**config.mk**
```make
export PLATFORM = sky130hd
export DESIGN_NAME = alu_req_scheduler
export DESIGN_NICKNAME = d
export VERILOG_FILES = /design/src/rtl/alu_req_scheduler.sv
export SDC_FILE = /design/constraint.sdc
export NUM_CORES = 1
export LEC_CHECK = 0
export ABC_AREA = 1
export CAP_MARGIN = 20
export CORE_UTILIZATION = 40
export DETAILED_ROUTE_END_ITERATION = 10
export PLACE_DENSITY = 0.79
export SYNTH_ARGS = -nofsm -noshare
export SYNTH_HDL_FRONTEND = slang
export SYNTH_SLANG_ARGS = --single-unit
```
**constraint.sdc**
```tcl
create_clock -name clk -period 1.5 [get_ports clk]
set_clock_uncertainty 0.05 [all_clocks]
set_input_delay 0.225 -clock clk [delete_from_list [all_inputs] [get_ports clk]]
set_output_delay 0.225 -clock clk [all_outputs]
set_load 0.005 [all_outputs]
```
**src/rtl/alu_req_scheduler.sv**
```systemverilog
// alu_req_scheduler
// Shares one N-bit signed ALU (Add/Sub/Mult) between two requesters.
// Requesters are arbitrated round-robin. The accepted command's operands are
// held on the ALU for the operation's latency. The result is sign-extended to
// 2N bits and returned with the requester id on the response channel.
//
// Handshake rule for every channel in this block: a transfer happens in the
// cycle where valid and ready are both 1 at the rising clock edge. The
// producer holds valid and payload stable until that transfer. Ready is only
// raised in IDLE and is combinational from valid, so a requester that drops
// valid is simply not granted.
module alu_req_scheduler #(
   parameter int N          = 4,
   parameter int ADDSUB_LAT = 1,
   parameter int MULT_LAT   = 3
) (
   input  logic             clk,
   input  logic             rst,
   // requester 0
   input  logic             req0_valid,
   output logic             req0_ready,
   input  logic [1:0]       req0_op,
   input  logic [N-1:0]     req0_a,
   input  logic [N-1:0]     req0_b,
   // requester 1
   input  logic             req1_valid,
   output logic             req1_ready,
   input  logic [1:0]       req1_op,
   input  logic [N-1:0]     req1_a,
   input  logic [N-1:0]     req1_b,
   // ALU side
   output logic [N-1:0]     alu_a,
   output logic [N-1:0]     alu_b,
   output logic [1:0]       alu_op,
   input  logic [2*N-1:0]   alu_result,
   // response channel
   output logic             rsp_valid,
   input  logic             rsp_ready,
   output logic             rsp_id,
   output logic [2*N-1:0]   rsp_data,
   output logic             rsp_err,
   // status
   output logic             busy,
   output logic [1:0]       state_dbg
);

   localparam logic [1:0] OP_ADD = 2'b00;
   localparam logic [1:0] OP_SUB = 2'b01;
   localparam logic [1:0] OP_MUL = 2'b10;
   localparam logic [1:0] OP_ILL = 2'b11;

   localparam int MAX_LAT = (ADDSUB_LAT > MULT_LAT) ? ADDSUB_LAT : MULT_LAT;
   localparam int CW      = (MAX_LAT > 1) ? $clog2(MAX_LAT) : 1;

   localparam logic [CW-1:0] ADDSUB_CNT = CW'(ADDSUB_LAT - 1);
   localparam logic [CW-1:0] MULT_CNT   = CW'(MULT_LAT - 1);

   typedef enum logic [1:0] {
      IDLE = 2'd0,
      EXEC = 2'd1,
      RESP = 2'd2
   } state_t;

   state_t          state;
   state_t          state_next;
   logic            last_grant;
   logic [CW-1:0]   cnt;

   // arbitration results
   logic            grant_id;
   logic            sel_valid;
   logic [1:0]      sel_op;
   logic [N-1:0]    sel_a;
   logic [N-1:0]    sel_b;
   logic            accept;

   assign state_dbg = state;
   assign busy      = (state != IDLE);

   // Round-robin pick: on contention the requester not granted last time wins;
   // a lone valid requester always wins. Re-evaluated every cycle, no locking.
   always_comb begin
      grant_id = 1'b0;
      if (req0_valid && req1_valid) begin
         grant_id = ~last_grant;
      end else if (req1_valid) begin
         grant_id = 1'b1;
      end
   end

   // Payload of the currently granted requester.
   always_comb begin
      sel_valid = req0_valid;
      sel_op    = req0_op;
      sel_a     = req0_a;
      sel_b     = req0_b;
      if (grant_id) begin
         sel_valid = req1_valid;
         sel_op    = req1_op;
         sel_a     = req1_a;
         sel_b     = req1_b;
      end
   end

   // State register.
   always_ff @(posedge clk) begin
      if (rst) begin
         state <= IDLE;
      end else begin
         state <= state_next;
      end
   end

   // Next-state, handshake outputs. Ready is held low while rst is asserted
   // so nothing is accepted in the reset cycle itself.
   always_comb begin
      state_next = state;
      req0_ready = 1'b0;
      req1_ready = 1'b0;
      accept     = 1'b0;
      rsp_valid  = 1'b0;
      case (state)
         IDLE: begin
            if (!rst && sel_valid) begin
               accept     = 1'b1;
               req0_ready = ~grant_id;
               req1_ready = grant_id;
               state_next = (sel_op == OP_ILL) ? RESP : EXEC;
            end
         end
         EXEC: begin
            if (cnt == '0) begin
               state_next = RESP;
            end
         end
         RESP: begin
            rsp_valid = 1'b1;
            if (rsp_ready) begin
               state_next = IDLE;
            end
         end
         default: begin
            state_next = IDLE;
         end
      endcase
   end

   // Datapath: latch the accepted command, count down the ALU latency and
   // capture the result. The ALU operand registers only change on a legal
   // accept, so the displayed result stays stable across IDLE, RESP and
   // illegal commands.
   always_ff @(posedge clk) begin
      if (rst) begin
         last_grant <= 1'b1;
         alu_a      <= '0;
         alu_b      <= '0;
         alu_op     <= OP_ADD;
         cnt        <= '0;
         rsp_id     <= 1'b0;
         rsp_data   <= '0;
         rsp_err    <= 1'b0;
      end else if (accept) begin
         last_grant <= grant_id;
         rsp_id     <= grant_id;
         if (sel_op == OP_ILL) begin
            rsp_data <= '0;
            rsp_err  <= 1'b1;
         end else begin
            alu_a  <= sel_a;
            alu_b  <= sel_b;
            alu_op <= sel_op;
            cnt    <= (sel_op == OP_MUL) ? MULT_CNT : ADDSUB_CNT;
         end
      end else if (state == EXEC) begin
         if (cnt == '0) begin
            // Add/Sub results live in the low N bits; Mult uses all 2N.
            if (alu_op == OP_MUL) begin
               rsp_data <= alu_result;
            end else begin
               rsp_data <= {{N{alu_result[N-1]}}, alu_result[N-1:0]};
            end
            rsp_err <= 1'b0;
         end else begin
            cnt <= cnt - 1'b1;
         end
      end
   end

   // OP_SUB is part of the encoding but needs no special handling here.
   logic unused_sub;
   assign unused_sub = (alu_op == OP_SUB);

endmodule

```
Yosys cells after proc, flatten, opt, wreduce, memory -nomap -nowiden
Index checks and enable logic that the tools add are counted.
{ "totals": {"ff_bits": 25, "inputBits": 33, "elab_cells": 68, "out_inout_bits": 26} }
{ "classes": {"bitwise_logic": 3, "eq_ne": 11, "add_sub_neg": 1, "n_mux": 32, "reduce_logical": 12} }
{ "op_table": {"columns": ["operator", "n"], "rows": [
  ["$mux 8", 5],
  ["$mux 2", 10],
  ["$mux 1", 14],
  ["$ne 2x2->1 const B", 5],
  ["$reduce_and 3->1", 3],
  ["$eq 2x2->1 const B", 4],
  ["$mux 4", 2],
  ["$pmux 2 s3", 1],
  ["$reduce_bool 2->1", 3],
  ["$logic_not 2->1", 2],
  ["$not 1->1", 3],
  ["$eq 2x1->1 const B", 1],
  ["$logic_and 1x1->1", 2],
  ["$ne 2x1->1 const B", 1],
  ["$reduce_and 2->1", 1],
  ["$sub 2x1->2 const B", 1],
  ["$logic_not 1->1", 1]
]} }

Logic depth before layout (Yosys ltp)
{ "logic_depth": {"depth_word": 8, "depth_mapped": 9, "ltp_nobuf": 9} }

Least setup slack after synthesis
No wires, ideal clock.
{ "synth_path": {"path_kind": "reg2reg", "startpoint": "reg cnt[0]", "endpoint": "reg state[1] (netlist: state_dbg[1])", "required_ns": 1.335, "stages_incl_launch_ff": 8, "period_less_slack_ns": 1.292, "setup_ns": 0.115, "t_arrival_ns": 1.127, "n_path_buf": 1, "path_slack_ns": 0.208, "path_cell_list": "dfxtp_1 inv_1 ha_1 nand2_1 clkbuf_1 nand2_1 o21ai_0 inv_1"} }
{ "synth_via": {"elab_chain_len": 3} }
{ "synth_rtl": {"columns": ["element", "line", "text"], "rows": [
  ["start, declared", "67", "logic [CW-1:0] cnt;"],
  ["start signal, assigned", "172", "cnt <= (sel_op == OP_MUL) ? MULT_CNT : ADDSUB_CNT;"],
  ["start signal, assigned", "184", "cnt <= cnt - 1'b1;"],
  ["$logic_not 2->1", "132", "if (cnt == '0) begin"],
  ["$ne 2x2->1 (no line)", null, null],
  ["$reduce_and 3->1 (no line)", null, null],
  ["end signal, assigned", "110", "state <= state_next;"],
  ["end, declared", "64", "state_t state;"]
]} }
No other way between the ends.
A chain may end at the register's enable or synchronous reset.

Worst setup path in the final report
{ "layout_path": {"startpoint": "reg state[0] (netlist: state_dbg[0])", "endpoint": "out req0_ready"} }
{ "layout_via": {"elab_chain_len": 2} }
{ "layout_rtl": {"columns": ["element", "line", "text"], "rows": [
  ["$logic_not 2->1", "122", "case (state)"],
  ["$mux 1", "122", null],
  ["end, declared", "21", "output logic req0_ready,"]
]} }
No other way between the ends.

==> results.json <==
{
  "status": "finished with violations",
  "violations": "DRC",
  "met3_usage_pct": 4.31,
  "period_needed_ns": 1.46,
  "post_drt_wl_per_cell_um": 11.0,
  "pwr-share-clk_pct": 20.5,
  "port_buffers": 58,
  "criticalPathCategory": "flip-flop to output pin",
  "rows": 19,
  "tritoncts": "built",
  "nNetsFinal": 281,
  "fillers": 246,
  "period_share_pct": 97.5,
  "core_mm2": 0.00283,
  "multi_input_area_um2": 637,
  "cts.sinks": 25,
  "place_congestion": 0.783,
  "synth_top_cell_area_share_pct": 41.1,
  "ys.flop_type": "dfxtp_1",
  "clock_path_buffers": 2,
  "drt_iter0_drc": 52,
  "grt_max_degree": 22,
  "drcViolationCount": 2,
  "crit_end": "req0_ready",
  "tns_ns": 0,
  "p_leak_nw": 0.968,
  "pre_cts_slack_ns": -0.422,
  "placed_cell_area_mm2": 0.00189,
  "cts-root-buf": "clkbuf_4",
  "relSlewSlack_pct": 84.9,
  "fin_area_mm2": 0.00199,
  "p_int_mw": 1.08,
  "antenna_found_initial": 0,
  "finish.utilization_pct": 70.2,
  "grt-ovfl-total": 0,
  "syn-num-nets": 210,
  "worstMarginPinSlew_ns": 0.227,
  "stdcell_count": 277,
  "start_util_pct": 43.1,
  "die-area_mm2": 0.00327,
  "timing.final.ws_setup_ns": 0.0375,
  "dpl.cell_count": 271,
  "hold_slack_ns": 0.386,
  "yosysSeqAreaShare_pct": 41.1,
  "post-synth-top-count-cell": "nand2_1",
  "crit_fanout": 3,
  "maxCapViolations": 0,
  "synth_edf_count": 0,
  "path_clk_slew_ns": 0.14,
  "ios": 59,
  "pwr-share-seq_pct": 48.6,
  "synth_common_cells": "nand2_1, nand3_1, dfxtp_1, a21oi_1, inv_1",
  "power_frac_comb_pct": 30.8,
  "r2r-start": "last_grant",
  "yosysTopAreaCell": "dfxtp_1",
  "cts_hold_buf": 0,
  "ir_drop_uv": 640,
  "grt_pass1_vias": 1216,
  "syn_to_final_growth_pct": 63.0,
  "avgSynthCellArea_um2": 6.92,
  "hold_class": "flip-flop to flip-flop",
  "power.density_mw_per_mm2": 766,
  "synthesis.area_mm2": 0.00122,
  "met2_usage_pct": 35.3,
  "rsz0062_at_grt": "true",
  "worst-r2r-cell-count": 9,
  "required_ns": 1.22,
  "drive_above_1_share_pct": 23.6,
  "crit_arrival_ns": 1.19,
  "async_flop_share_pct": 0,
  "final-max-slew-violation-count": 0,
  "startpoint": "state_dbg[0]",
  "synth.distinct_cells": 18,
  "p_sw_share_pct": 29.1,
  "timing.fmax_mhz": 684,
  "layout.area.seq_um2": 523,
  "insertion_delay_ns": 0.32,
  "grt_pass1_wl_mm": 5.06,
  "rrSetupSlack_ns": 0.09,
  "grt-busiest-layer": "met2",
  "cts_inserted_buffers": 3,
  "diodes": 0,
  "synth_area_leaders": "dfxtp_1, nand2_1, nand3_1",
  "dp_hpwl_mm": 2.35,
  "wl_mm": 3.06,
  "vias_per_cell": 4.95,
  "vias": 1371,
  "p_sw_mw": 0.443,
  "die_h_um": 57.2,
  "power_mw": 1.52,
  "syn_inst": 176,
  "ant_nets": 0,
  "first_pass_iters": 7,
  "grtUsageTotal_pct": 19.5,
  "worstSetupStartpointType": "flip-flop",
  "endpoint_kind": "output pin",
  "die_w_um": 57.2,
  "setup_viol": 0,
  "hold_viol": 0,
  "grtUsageMet1_pct": 23.6,
  "reg2reg_to": "cnt[1]",
  "htreeDepth": 1,
  "ys_seq_elements": 25,
  "yosysWarningCount": 0
}
==> logic make-up after synthesis <==
family | share of synthesized area (%)
buffers and inverters | 8.32
and+or+nand+nor | 37.4
DFF | 41.1
AOI/OAI and AO/OA | 12.2
adders and majority gates | 1.03
==> critical path: stages (launching register included) <==
cell     delay (ns)
dfxtp_2        0.35
inv_2          0.07
nand2_4        0.06
nor2_4         0.11
inv_2          0.05
a21oi_2        0.11
buf_2          0.13
==> routing by layer <==
layer | routed length (µm) | part of all wire (%)
met1 | 1320 | 43
met2 | 1580 | 52
met3 | 131 | 4.3
met4 | 21 | 0.69
met5 | 0 | 0
==> layout by cell type, fill, tap and decap left out <==
master,Yosys,layout
nand2_4,2,3
nand3_1,34,33
nand3b_1,1,1
buf_2,3,2
dfxtp_1,25,7
clkdlybuf4s50_1,0,43
nor3_1,1,1
dfxtp_2,0,18
inv_2,0,5
inv_1,12,7
clkbuf_4,0,3
o21ai_2,1,1
dlygate4sd2_1,0,7
nand2_1,53,52
nor2_4,1,1
nand2_2,4,4
nor2_1,4,4
a21oi_2,0,2
o21ai_0,4,4
inv_6,0,1
a21oi_1,24,22
nand3_2,0,1
dlymetal6s2s_1,0,6
buf_4,1,15
ha_1,1,1
buf_6,2,2
==> final cells by class <==
class / instances / share of cell area [%]
flip-flops and latches: 25 / 26.3
clock inverters: 1 / 0.441
repair buffers: 75 / 35.8
well taps: 31 / 1.95
multi-input cells: 130 / 32.1
inverters: 12 / 2.27
clock buffers: 3 / 1.13
==> worst min path at each step <==
stage	startpoint	to	cells past startpoint
6_report	cnt[0]	cnt[0]	1
5_1_grt	alu_result[1]	rsp_data[1]	3
4_1_cts	rst	cnt[0]	5
3_5_place_dp	cnt[0]	cnt[0]	1
3_3_place_gp	cnt[0]	cnt[0]	1
2_1_floorplan	rst	last_grant	2
==> state kept, by name (all words and copies together), names as in the netlist <==
| name | count |
|---|---|
| state_dbg | 2 |
| last_grant | 1 |
| alu_op | 2 |
| rsp_err | 1 |
| rsp_id | 1 |
| rsp_data | 8 |
| alu_b | 4 |
| cnt | 2 |
| alu_a | 4 |
==> power groups by stage <==
| stage | Clock (mW) | Sequential, mW | Combinational, mW |
|---|---|---|---|
| 4_1_cts | 0.327 | 0.736 | 0.468 |
| 2_1_floorplan | 0 | 0.752 | 0.214 |
| 3_3_place_gp | 0 | 0.747 | 0.464 |
| 5_1_grt | 0.353 | 0.746 | 0.520 |
| 3_5_place_dp | 0 | 0.748 | 0.468 |
| 6_report | 0.312 | 0.740 | 0.469 |
==> timing repair <==
| action | CTS | global route |
|---|---|---|
| hold endpoints to repair | 0 | 0 |
| buffers inserted | 2 | 0 |
| pin swaps | 3 | 2 |
| resized for setup | 24 | 27 |
| setup endpoints to repair | 8 | 27 |
(Power assumes the default switching activity.)
